`config.mk`:
```
export PLATFORM = sky130hd
export DESIGN_NAME = operand_fetch
export DESIGN_NICKNAME = d
export VERILOG_FILES = /design/src/rtl/cpu_pkg.sv /design/src/rtl/regfile.sv /design/src/rtl/operand_fetch.sv
export SDC_FILE = /design/constraint.sdc
export NUM_CORES = 1
export LEC_CHECK = 0
export ABC_AREA = 1
export BUFFER_PORTS_ARGS = -buffer_cell sky130_fd_sc_hd__buf_2
export CAP_MARGIN = 20
export CORE_MARGIN = 2
export CORE_UTILIZATION = 60
export DETAILED_ROUTE_END_ITERATION = 6
export PLACE_DENSITY = 0.78
export SLEW_MARGIN = 20
export SYNTH_ARGS = -nofsm -noshare
export SYNTH_HDL_FRONTEND = slang
export SYNTH_HIERARCHICAL = 1
export SYNTH_SLANG_ARGS = --single-unit
```
`constraint.sdc`:
```
create_clock -name clk -period 1.8 [get_ports clk]
set_clock_uncertainty 0.1 [all_clocks]
set_input_delay 0.18 -clock clk [delete_from_list [all_inputs] [get_ports clk]]
set_output_delay 0.18 -clock clk [all_outputs]
set_load 0.02 [all_outputs]
```
`src/rtl/cpu_pkg.sv`:
```
// cpu_pkg: instruction field positions, op/ext encodings, ALU control codes and
// the shared code-to-control decode used by operand fetch and the ALU.
package cpu_pkg;
  localparam int OP_MSB  = 15;
  localparam int OP_LSB  = 12;
  localparam int RD_MSB  = 11;
  localparam int RD_LSB  = 8;
  localparam int EXT_MSB = 7;
  localparam int EXT_LSB = 4;
  localparam int RS_MSB  = 3;
  localparam int RS_LSB  = 0;
  localparam int IMM_MSB = 7;
  localparam int IMM_LSB = 0;

  localparam logic [3:0] OP_REG  = 4'b0000;
  localparam logic [3:0] ENC_AND = 4'b0001;
  localparam logic [3:0] ENC_OR  = 4'b0010;
  localparam logic [3:0] ENC_XOR = 4'b0011;
  localparam logic [3:0] ENC_ADD = 4'b0101;
  localparam logic [3:0] ENC_SUB = 4'b1001;
  localparam logic [3:0] ENC_CMP = 4'b1011;
  localparam logic [3:0] ENC_MOV = 4'b1101;

  localparam logic [2:0] ALU_ADD = 3'b000;
  localparam logic [2:0] ALU_SUB = 3'b001;
  localparam logic [2:0] ALU_AND = 3'b010;
  localparam logic [2:0] ALU_XOR = 3'b011;
  localparam logic [2:0] ALU_OR  = 3'b100;
  localparam logic [2:0] ALU_CMP = 3'b101;
  localparam logic [2:0] ALU_MOV = 3'b110;

  typedef struct packed {
    logic       legal;
    logic [2:0] alucont;
    logic       wen;
    logic       sext;
  } dec_t;

  // Register forms decode ext, immediate forms decode op; both share these codes.
  function automatic dec_t decode(input logic [3:0] code);
    dec_t d;
    d = '{legal: 1'b1, alucont: ALU_ADD, wen: 1'b1, sext: 1'b1};
    case (code)
      ENC_AND: begin d.alucont = ALU_AND; d.sext = 1'b0; end
      ENC_OR:  begin d.alucont = ALU_OR;  d.sext = 1'b0; end
      ENC_XOR: begin d.alucont = ALU_XOR; d.sext = 1'b0; end
      ENC_ADD: d.alucont = ALU_ADD;
      ENC_SUB: d.alucont = ALU_SUB;
      ENC_CMP: begin d.alucont = ALU_CMP; d.wen = 1'b0; end
      ENC_MOV: d.alucont = ALU_MOV;
      default: begin d.legal = 1'b0; d.wen = 1'b0; end
    endcase
    return d;
  endfunction
endpackage

```
`src/rtl/regfile.sv`:
```
// regfile: NREG x WIDTH register file, two asynchronous reads, one synchronous
// write, all entries cleared by asynchronous reset.
module regfile #(
  parameter int WIDTH = 16,
  parameter int NREG  = 16
) (
  input  logic             clk,
  input  logic             reset_n,
  input  logic [3:0]       ra_addr,
  output logic [WIDTH-1:0] ra_data,
  input  logic [3:0]       rb_addr,
  output logic [WIDTH-1:0] rb_data,
  input  logic             we,
  input  logic [3:0]       wa,
  input  logic [WIDTH-1:0] wd
);
  logic [WIDTH-1:0] r_mem [NREG];

  assign ra_data = r_mem[ra_addr];
  assign rb_data = r_mem[rb_addr];

  always_ff @(posedge clk or negedge reset_n) begin
    if (!reset_n) begin
      for (int i = 0; i < NREG; i++) r_mem[i] <= '0;
    end else if (we) begin
      r_mem[wa] <= wd;
    end
  end
endmodule

```
`src/rtl/operand_fetch.sv`:
```
// operand_fetch: decodes an instruction, reads/bypasses operands and presents
// them to the ALU stage through a one-entry valid/ready output register.
module operand_fetch
  import cpu_pkg::*;
#(
  parameter int WIDTH = 16,
  parameter int NREG  = 16
) (
  input  logic             clk,
  input  logic             reset_n,
  input  logic             in_valid,
  output logic             in_ready,
  input  logic [15:0]      in_instr,
  input  logic             wb_en,
  input  logic [3:0]       wb_addr,
  input  logic [WIDTH-1:0] wb_data,
  output logic             out_valid,
  input  logic             out_ready,
  output logic [WIDTH-1:0] out_rsrc,
  output logic [WIDTH-1:0] out_rdest,
  output logic [2:0]       out_alucont,
  output logic             out_wen,
  output logic [3:0]       out_waddr,
  output logic             illegal
);
  logic [3:0]       w_op, w_rd, w_ext, w_rs, w_code;
  logic [7:0]       w_imm;
  logic             w_reg_form, w_accept, w_load;
  dec_t             w_dec;
  logic [WIDTH-1:0] w_rf_rd, w_rf_rs, w_byp_rd, w_byp_rs, w_imm_ext, w_src;

  assign w_op       = in_instr[OP_MSB:OP_LSB];
  assign w_rd       = in_instr[RD_MSB:RD_LSB];
  assign w_ext      = in_instr[EXT_MSB:EXT_LSB];
  assign w_rs       = in_instr[RS_MSB:RS_LSB];
  assign w_imm      = in_instr[IMM_MSB:IMM_LSB];
  assign w_reg_form = (w_op == OP_REG);
  assign w_code     = w_reg_form ? w_ext : w_op;
  assign w_dec      = decode(w_code);

  regfile #(.WIDTH(WIDTH), .NREG(NREG)) u_regfile (
    .clk     (clk),
    .reset_n (reset_n),
    .ra_addr (w_rd),
    .ra_data (w_rf_rd),
    .rb_addr (w_rs),
    .rb_data (w_rf_rs),
    .we      (wb_en),
    .wa      (wb_addr),
    .wd      (wb_data)
  );

  // Same-cycle writeback wins over the stored value so the captured operand is current.
  assign w_byp_rd  = (wb_en && wb_addr == w_rd) ? wb_data : w_rf_rd;
  assign w_byp_rs  = (wb_en && wb_addr == w_rs) ? wb_data : w_rf_rs;
  assign w_imm_ext = w_dec.sext ? WIDTH'($signed(w_imm)) : WIDTH'(w_imm);
  assign w_src     = w_reg_form ? w_byp_rs : w_imm_ext;

  assign in_ready = !out_valid || out_ready;
  assign w_accept = in_valid && in_ready;
  assign w_load   = w_accept && w_dec.legal;

  always_ff @(posedge clk or negedge reset_n) begin
    if (!reset_n) begin
      out_valid   <= 1'b0;
      illegal     <= 1'b0;
      out_rsrc    <= '0;
      out_rdest   <= '0;
      out_alucont <= '0;
      out_wen     <= 1'b0;
      out_waddr   <= '0;
    end else begin
      illegal <= w_accept && !w_dec.legal;
      if (w_load) begin
        out_valid   <= 1'b1;
        out_rsrc    <= w_src;
        out_rdest   <= w_byp_rd;
        out_alucont <= w_dec.alucont;
        out_wen     <= w_dec.wen;
        out_waddr   <= w_rd;
      end else if (out_ready) begin
        out_valid <= 1'b0;
      end
    end
  end
endmodule

```
# Yosys cells after proc, flatten, opt, wreduce, memory -nomap -nowiden
# Cells that the tools add are included.
[word_totals] input_bits=41 rom_bits=0 ram_bits=0 latchBits=0 output_inout_bits=43 memories=0 regBits=298 word_cells=72
[classes] eq_ne=9 n_shift=0 n_bitwise=3 n_mul=0 reduce_logical=14 addsub=0 mux=19 n_lt_le_gt_ge=4 div=0
[ops] op="$bwmux 256" count=1
[ops] op="$mux 16" count=9
[ops] op="$bmux 16 s4" count=2
[ops] op="$demux 16 s4" count=1
[ops] op="$pmux 3 s6" count=1
[ops] op="$ge 5x5->1 const B" count=3
[ops] op="$not 4->5" count=3
[ops] op="$eq 4x4->1 const B" count=3
[ops] op="$eq 4x2->1 const B" count=2
[ops] op="$eq 4x4->1" count=2
[ops] op="$reduce_or 7->1" count=1
[ops] op="$logic_and 1x1->1" count=6
[ops] op="$reduce_or 6->1" count=1
[ops] op="$lt 5x1->1 const B" count=1
[ops] op="$eq 4x1->1 const B" count=1
[ops] op="$eq 4x3->1 const B" count=1
[ops] op="$logic_not 4->1" count=1
[ops] op="$mux 1" count=4
[ops] op="$mux 4" count=1
[ops] op="$reduce_or 3->1" count=1
[ops] op="$logic_not 1->1" count=2
[ops] op="$reduce_bool 2->1" count=1
[ops] op="$logic_or 1x1->1" count=1

# Longest topological paths before layout
# Gate-level depths: netlist of run 1.
[depth] word_depth=7 ltp_mapped=14 ltp_nobuf=12

# Cells and area by module
# The synthesis of run 1 kept the hierarchy.
[modules_own_cells] module="regfile" cells_per_inst=2235 seq_area_each_um2=6406.1 instances=1 area_each_um2=14875.5
[modules_own_cells] module="operand_fetch" cells_per_inst=395 seq_area_each_um2=1051.0 instances=1 area_each_um2=2653.8

# Worst setup path after synthesis of run 1
# No wires, ideal clock.
[synth_timing] path_kind="reg-to-reg" startpoint="reg out_valid" endpoint="reg out_alucont[1]" t_required_ns=1.582 path_stages_with_launch=8 arrival_time_ns=1.453 setup_time_ns=0.118 path_slack_ns=0.129 n_path_buf=1 synth_period_minus_slack_ns=1.671 cell_sequence="dfrtp_1 > nand2_1 > nand2_1 > inv_1 > o21ai_4 > buf_6 > nand2_1 > nand2_1"
[synth_via] elab_chain_len=4
[synth_rtl] element="start: declaration" line="operand_fetch.sv:17" rtl="output logic out_valid,"
[synth_rtl] element="start signal: assignment" line="operand_fetch.sv:65" rtl="out_valid <= 1'b0;"
[synth_rtl] element="start signal: assignment" line="operand_fetch.sv:75" rtl="out_valid <= 1'b1;"
[synth_rtl] element="start signal: assignment" line="operand_fetch.sv:82" rtl="out_valid <= 1'b0;"
[synth_rtl] element="$logic_not 1->1" line="operand_fetch.sv:59" rtl="assign in_ready = !out_valid || out_ready;"
[synth_rtl] element="$logic_or 1x1->1" line="operand_fetch.sv:59"
[synth_rtl] element="named net in_ready" line="operand_fetch.sv:12" rtl="output logic in_ready,"
[synth_rtl] element="$logic_and 1x1->1" line="operand_fetch.sv:60" rtl="assign w_accept = in_valid && in_ready;"
[synth_rtl] element="$logic_and 1x1->1" line="operand_fetch.sv:61" rtl="assign w_load = w_accept && w_dec.legal;"
[synth_rtl] element="end signal: assignment" line="operand_fetch.sv:78" rtl="out_alucont <= w_dec.alucont;"
[synth_rtl] element="end: declaration" line="operand_fetch.sv:21" rtl="output logic [2:0] out_alucont,"
# The timed path passes the listed nets, and every way through them passes these cells.
# A chain may end at the register's enable or synchronous reset.

# Worst setup path in the final report of run 1
[layout_timing] startpoint="in in_instr[14]" endpoint="reg out_rsrc[15]"
[layout_via] elab_chain_len=6 word_cells_on_any_way=15 classes_between="eq/ne (7); mux (4); reduce/logical (4)"
[layout_rtl] element="start: declaration" line="operand_fetch.sv:13" rtl="input logic [15:0] in_instr,"
[layout_rtl] element="$logic_not 4->1" line="operand_fetch.sv:37" rtl="assign w_reg_form = (w_op == OP_REG);"
[layout_rtl] element="$mux 4" line="operand_fetch.sv:38" rtl="assign w_code = w_reg_form ? w_ext : w_op;"
[layout_rtl] element="$eq 4x4->1 (tied with other cells)" line="cpu_pkg.sv:43" rtl="case (code)"
[layout_rtl] element="$reduce_or 7->1 (no source line) or $reduce_or 3->1 (tied branches)"
[layout_rtl] element="$mux 1 or $mux 16 (tied branches)" line="cpu_pkg.sv:43, operand_fetch.sv:56"
[layout_rtl] element="$logic_and 1x1->1 or $mux 16 (tied branches)" line="operand_fetch.sv:61, operand_fetch.sv:57"
[layout_rtl] element="end signal: assignment" line="operand_fetch.sv:76" rtl="out_rsrc <= w_src;"
[layout_rtl] element="end: declaration" line="operand_fetch.sv:19" rtl="output logic [WIDTH-1:0] out_rsrc,"
# Several ways; a longest one is shown, not always the timed one.

==> results of run 1 <==
placed cells by master (no fill, tap or decap), types with 8 or more instances in the layout:
master         Yosys  final
o21ai_1           16     16
dlygate4sd3_1      0     22
nor2_1            13     11
o21ai_0          258    258
buf_2             79     80
inv_1            332    330
clkbuf_16          0     39
buf_4              0     72
nor2_2             7      8
dfrtp_1          298    298
nand4_1           18     18
nand3_1          476    476
nand2_1          999    999
buf_12             0     49
area by class of cell:
cell class              instances  area, um^2  share of cell area [%]
diodes                          1        2.50                  0.0121
clock buffers                  50        1040                    5.06
clock inverters                10         175                   0.849
inverters                     338        1270                    6.16
multi-input cells            1813        7980                    38.7
flip-flops and latches        298        7460                    36.1
well taps                     384         480                    2.33
repair buffers                227        2220                    10.8
per-layer routing:
metal	global-route usage, %	vias up
li1	-	8408
met1	54.2	8573
met2	59.3	1440
met3	11.1	302
met4	20.7	0
met5	0	-
state kept, by name, summed over array words and instances (netlist names):
register / count
illegal: 1
out_rdest: 16
out_waddr: 4
out_wen: 1
out_valid: 1
out_alucont: 3
out_rsrc: 16
u_regfile/r_mem: 256
critical path, cell delays in order:
cell	delay, ns
dlygate4sd3_1	0.53
buf_2	0.16
nor2_4	0.14
nand3_2	0.11
nand2_4	0.10
inv_2	0.05
nand2_2	0.09
nand2_4	0.08
o21ai_4	0.18
buf_12	0.15
buf_6	0.16
nand2_1	0.07
nand2_1	0.07
path summary, 6_finish.rpt:
path                         startpoint                   to  slack (ns)  depth (start not counted)
max reg2reg                   out_valid         out_rdest[2]        0.18                          8
max                        in_instr[14]         out_rsrc[15]        0.07                         13
min in group asynchronous       reset_n  u_regfile/r_mem[24]        0.08                          2
min reg2reg                 out_rsrc[0]          out_rsrc[0]        0.37                          2
max in group asynchronous       reset_n  u_regfile/r_mem[99]        0.80                          3
min                            in_valid              illegal        0.04                          3
report_power, final:
group	internal, mW	total [mW]	switching [mW]	leakage, nW
Combinational	1.97	5.72	3.74	6.71
Clock	4.74	7.52	2.78	0.604
Sequential	8.14	8.89	0.754	3.73
Total	14.8	22.1	7.28	11.0
repair_timing:
action | in CTS | in global routing
setup buffers | 0 | 4
hold buffers | 22 | 0
endpoints found under the setup margin | 0 | 36
hold endpoints to repair | 367 | 0
gates resized for setup | 0 | 4
metrics by stage:
step | instances | hold slack, ns | utilization, % | setup WS, ns
detailed placement | 3031 | 0.0197 | 66.4 | -0.0296
finish | 3121 | 0.0423 | 71.9 | 0.0685
floorplan | 2630 | -0.216 | - | 0.129
CTS | 3113 | 0.00728 | 71.5 | 0.0181
global route | 3120 | 0.0743 | 71.9 | -0.0180
global placement | 3031 | 0.0176 | 66.4 | -0.00594
cell families after synthesis:
group                  Yosys count  synth area share (%)
AND/OR/NAND/NOR               1534                  37.4
buffers and inverters          519                  12.0
flip-flops                     298                  42.5
AO/OA/AOI/OAI                  279                  8.06
synthesized netlist by cell type, types with 2 or more instances:
cell / number
dfrtp_1: 298
nand3_1: 476
o21ai_1: 16
buf_2: 79
inv_1: 332
o21ai_0: 258
nand2_2: 6
nor2_1: 13
nor2_2: 7
clkbuf_1: 69
nand2_4: 2
buf_6: 7
nand4_1: 18
nor3_4: 2
inv_2: 5
a21oi_1: 2
buf_1: 26
nand2_1: 999
nand3_2: 5
nor2_4: 3
==> flow_metrics.tcl, run 1 <==
set metrics [dict create \
    outcome "completed" \
    grtUsageTotal_pct 40.1 \
    synth_area_per_cell_um2 6.67 \
    die_area_mm2 0.0306 \
    ctsLongestPathBuffers 3 \
    setup_violations 0 \
    post-dp-hpwl_um 38300 \
    path_class "in2reg" \
    ys_types 27 \
    drive_above_1_share_pct 10.8 \
    dpl_cell_area_mm2 0.0191 \
    leakage_nw 11.0 \
    fin_tns_setup_ns 0 \
    design_area_mm2 0.0206 \
    wl_met3_um 9140 \
    fmax_mhz 578 \
    io_pins 84 \
    start_util_pct 61.1 \
    clockRootBuffer "clkbuf_16" \
    drv_cap 0 \
    async_reset_ff_share_pct 100 \
    tightest_slew_ns 0.478 \
    htreeDepth 2 \
    ys_seq_area_share_pct 42.5 \
    route.met2.wl_um 25500 \
    total_power_mw 22.1 \
    num-fill-cells 2351 \
    synthFlopType "dfrtp_1" \
    synth-edff-count 0 \
    first_global_vias 17652 \
    end_kind "register" \
    cp-start-kind "input pin" \
    ys_top_cells_by_area "dfrtp_1 (43%), nand2_1 (21%), nand3_1 (14%)" \
    finalCritPeriodShare_pct 96.2 \
    cts.sink_count 298 \
    yosys.area.top_type "dfrtp_1" \
    first_pass_iters 6 \
    ys_ff_latch 298 \
    grt_max_degree 65 \
    hp-class "in2reg" \
    die_h_um 175 \
    wl_um 61600 \
    synthesis.nets 2671 \
    clk_pin_slew_ns 0.05 \
    maxUsedRoutingLayer "met4" \
    cts_buffers 35 \
    num_vias 18723 \
    grt_pass1_wl_um 95800 \
    p_per_area_mw_per_mm2 1070 \
    drc 0 \
    vias_per_cell 6.00 \
    placementRows 62 \
    antenna_found_initial 1 \
    drv_slew 0 \
    cts_tree "done" \
    drtIter0Drc 2580 \
    crit_fanout 9 \
    core_mm2 0.0287 \
    portBuffers 83 \
    die_w_um 175 \
    drt-met1-wl_um 23200 \
    overflow 0 \
    slew_headroom_pct 68.1 \
    clk_latency_ns 0.52 \
    synth_cells 2630 \
    cp.arrival_ns 2.08 \
    yosys_warnings 6 \
    min_period_ns 1.73 \
    ir_drop_uv 810 \
    wl_per_cell_um 19.7 \
    synth_top_cell_area_share_pct 42.5 \
    required_ns 2.15 \
    synth_area_mm2 0.0175 \
    num-nets-final 2754 \
    ant_nets 0 \
    place_congestion 0.963 \
    syn_to_final_growth_pct 17.7 \
    finalHoldViolCount 0 \
]
Note: power is estimated with default switching activity, not from simulation.
==> inputs of run 2 (changes only) <==
--- a/config.mk
+++ b/config.mk
@@ -5,13 +5,14 @@
 export SDC_FILE = /design/constraint.sdc
 export NUM_CORES = 1
 export LEC_CHECK = 0
-export ABC_AREA = 1
 export BUFFER_PORTS_ARGS = -buffer_cell sky130_fd_sc_hd__buf_2
 export CAP_MARGIN = 20
 export CORE_MARGIN = 2
 export CORE_UTILIZATION = 60
+export CTS_CLUSTER_SIZE = 40
 export DETAILED_ROUTE_END_ITERATION = 6
 export PLACE_DENSITY = 0.78
+export SKIP_LAST_GASP = 1
 export SLEW_MARGIN = 20
 export SYNTH_ARGS = -nofsm -noshare
 export SYNTH_HDL_FRONTEND = slang
==> run 2 against run 1 <==
Non-clock buffer count rose by 22. Clock-buffer cell count did not move. The flow now finishes with violations (setup timing). Synthesized cell count fell by 59%. Routed wire length fell by 25%. Global-route usage fell by 6.2 points. Synthesized area fell by 10%. Clock power fell by 15%. Critical path depth fell by 8. Register-to-register slack got worse by 0.20 ns. Highest routed layer unchanged. Cell count fell by 48%. Critical path type is now reg2reg.
==> flow_metrics.tcl, run 2 <==
set metrics [dict create \
    ys_seq_area_share_pct 47.5 \
    clk_latency_ns 0.58 \
    seq_power_share_pct 44.8 \
    rr_worst_depth 5 \
    ctsLongestPathBuffers 3 \
    timing.rr.end "out_rsrc[7]" \
    power_frac_clock_pct 30.0 \
    largest_register "u_regfile/r_mem" \
    path_depth 5 \
    outcome "finished with violations" \
    placementRows 59 \
    setup_violations 1 \
    cp_top_family "multiplexers" \
    wl_per_cell_um 28.3 \
    ys_ff_latch 298 \
    grt_max_degree 59 \
    clk_pin_slew_ns 0.06 \
    crit_chain "mux4_2, a22oi_2, nand2_1, mux2i_1, o211ai_1" \
    cpPeakStageDelay_ns 0.50 \
    htreeDepth 1 \
    total_power_mw 21.3 \
    cp.arrival_ns 2.15 \
    rsz0062_at_grt "true" \
    first_pass_iters 5 \
    finalNonFillerCells 1634 \
    die_h_um 166 \
    muxShareOfSynthArea_pct 38.5 \
    crit_start "u_regfile/r_mem[215]" \
    cts_buffers 31 \
    p_switching_mw 6.22 \
    yosys.area.top_type "dfrtp_1" \
    fmax_mhz 548 \
    required_ns 2.13 \
    p_per_area_mw_per_mm2 1120 \
    synth_top_cell_area_share_pct 47.5 \
    vias_per_cell 6.86 \
    synthFlopType "dfrtp_1" \
    slew_headroom_pct 67.6 \
    path_buf_inv 0 \
    utilization_pct 73.6 \
    grtUsageTotal_pct 33.9 \
    drv_cap 0 \
    synth_area_mm2 0.0157 \
    synth-compound-area-share_pct 5.25 \
    synth_cells 1086 \
    reg.largest.list "u_regfile/r_mem (256), out_rdest (16), out_rsrc (16)" \
    syn_to_final_growth_pct 21.4 \
    cp_slowest_cell "mux4_2" \
    num-fill-cells 1588 \
    ys_types 48 \
    mostFrequentLayoutCells "dfrtp_1 (298), mux2_2 (247), mux4_2 (128), buf_4 (96), buf_2 (80)" \
    crit_fanout 3 \
    wl_um 46200 \
    hp-class "in2reg" \
    seq_area_mm2 0.00746 \
    synth_commonest_cells "dfrtp_1 (298), mux2_2 (247), mux4_2 (128)" \
    p_sw_share_pct 29.2 \
    rrSetupSlack_ns -0.02 \
    largest_register_ffs 256 \
    intPower_mw 15.1 \
    drc 0 \
    synth.most_common_cell "dfrtp_1" \
    finalHoldViolCount 0 \
    pwr-share-comb_pct 25.2 \
    synth_top_family_by_area "multiplexers" \
    io_pins 84 \
    synth-xor-area-share_pct 0.446 \
    multi_input_area_mm2 0.00787 \
    timing.rr.start "u_regfile/r_mem[215]" \
    die_area_mm2 0.0275 \
    cts_tree "done" \
    setup_ws_ns -0.0237 \
    final_common_cell "dfrtp_1" \
    portBuffers 83 \
    cts.sink_count 298 \
    violations "setup timing" \
    min_period_ns 1.82 \
    diodes 0 \
    finalCritPeriodShare_pct 101 \
    die_w_um 166 \
    hold_ws_ns 0.0119 \
    overflow 0 \
    first_global_vias 11705 \
    num-nets-final 1315 \
    cp-start-kind "register" \
    num_vias 11209 \
    drtIter0Drc 1307 \
    synth_area_per_cell_um2 14.5 \
    crit_end "out_rsrc[7]" \
    start_util_pct 60.6 \
    placed_cells_incl_taps 1545 \
    post-dp-hpwl_um 29300 \
    ys_top_cells_by_area "dfrtp_1 (47%), mux4_2 (18%), mux2_2 (18%)" \
    holdPathStages 4 \
    synth-edff-count 0 \
    tightest_slew_ns 0.486 \
    drv_slew 0 \
    synthSimpleGateAreaFrac_pct 5.26 \
    synth-adder-area-share_pct 0 \
    end_kind "register" \
    ir_drop_uv 1090 \
    async_reset_ff_share_pct 100 \
    clockRootBuffer "clkbuf_16" \
    grt_pass1_wl_um 70900 \
    ant_nets 0 \
    yosys_warnings 6 \
    synthesis.nets 1127 \
    antenna_found_initial 0 \
    core_mm2 0.0259 \
    drive_above_1_share_pct 53.1 \
    path_class "reg2reg" \
    leakage_nw 8.19 \
    place_congestion 0.874 \
]
## run 2: cell types whose count changed after synthesis, sizes merged, moves of 24 or more
cell / previous run / this run
nand2: 1007 / 79
o21ai: 275 / 21
buf: 112 / 50
mux2: 0 / 257
mux2i: 0 / 24
clkbuf: 69 / 44
nand3: 481 / 27
mux4: 0 / 128
a22oi: 0 / 64
inv: 337 / 2
## run 2: worst min path at each step
stage,start,endpoint,slack (ns)
after floorplan,reset_n,illegal,-0.22
after global placement,reset_n,u_regfile/r_mem[32],0.02
after detailed placement,reset_n,u_regfile/r_mem[48],0.01
after CTS,in_instr[12],out_alucont[1],0.01
after global routing,in_instr[6],out_rsrc[6],0.04
final,in_instr[12],out_alucont[1],0.01
## run 2: kinds of logic after synthesis
group | count (synthesis)
mux | 409
xor+xnor | 8
buf+inv | 96
simple gates | 160
compound gates | 115
flops | 298
## run 2: layer usage
metal,vias to the layer above,global-route usage [%],routed length [um]
li1,4542,-,-
met1,5847,46.2,17700
met2,655,54.9,22200
met3,165,5.43,4280
met4,0,14.6,2050
met5,-,0,0
## run 2: what timing repair did
item / in CTS / in global routing
setup buffers: 0 / 4
gates resized for setup: 0 / 8
hold buffers: 27 / 0
hold endpoints to repair: 335 / 0
endpoints found under the setup margin: 0 / 21
## run 2: worst register-to-register path: cells and delay by family (launching register included)
kind | cells | cell delay [ns]
mux | 2 | 0.66
flops | 1 | 0.40
compound gates | 2 | 0.38
simple gates | 1 | 0.13
## run 2: power by group through the flow
stage	combinational [mW]	sequential [mW]	clock [mW]
CTS	5.31	9.48	6.44
global placement	5.03	9.40	0
detailed placement	5.21	9.54	0
floorplan	3.43	9.41	0
global route	5.68	9.69	6.74
finish	5.36	9.55	6.40
## run 2: cell type report
| cell class | count | share of cell area (%) |
|---|---|---|
| Clock buffer | 50 | 4.97 |
| Clock inverter | 8 | 0.374 |
| Inverter | 2 | 0.0394 |
| Multi-Input combinational cell | 692 | 41.3 |
| Sequential cell | 298 | 39.1 |
| Tap cell | 335 | 2.20 |
| Timing Repair Buffer | 249 | 12.1 |
## run 2: metrics by stage
step	setup TNS [ns]	cell area (um^2)	worst slack, ns
finish	-0.0237	19100	-0.0237
detailed placement	-7.00	17700	-0.218
floorplan	-0.394	15700	-0.0296
global placement	-4.56	17700	-0.171
global route	-0.0430	19100	-0.0305
CTS	0	19000	0.000940
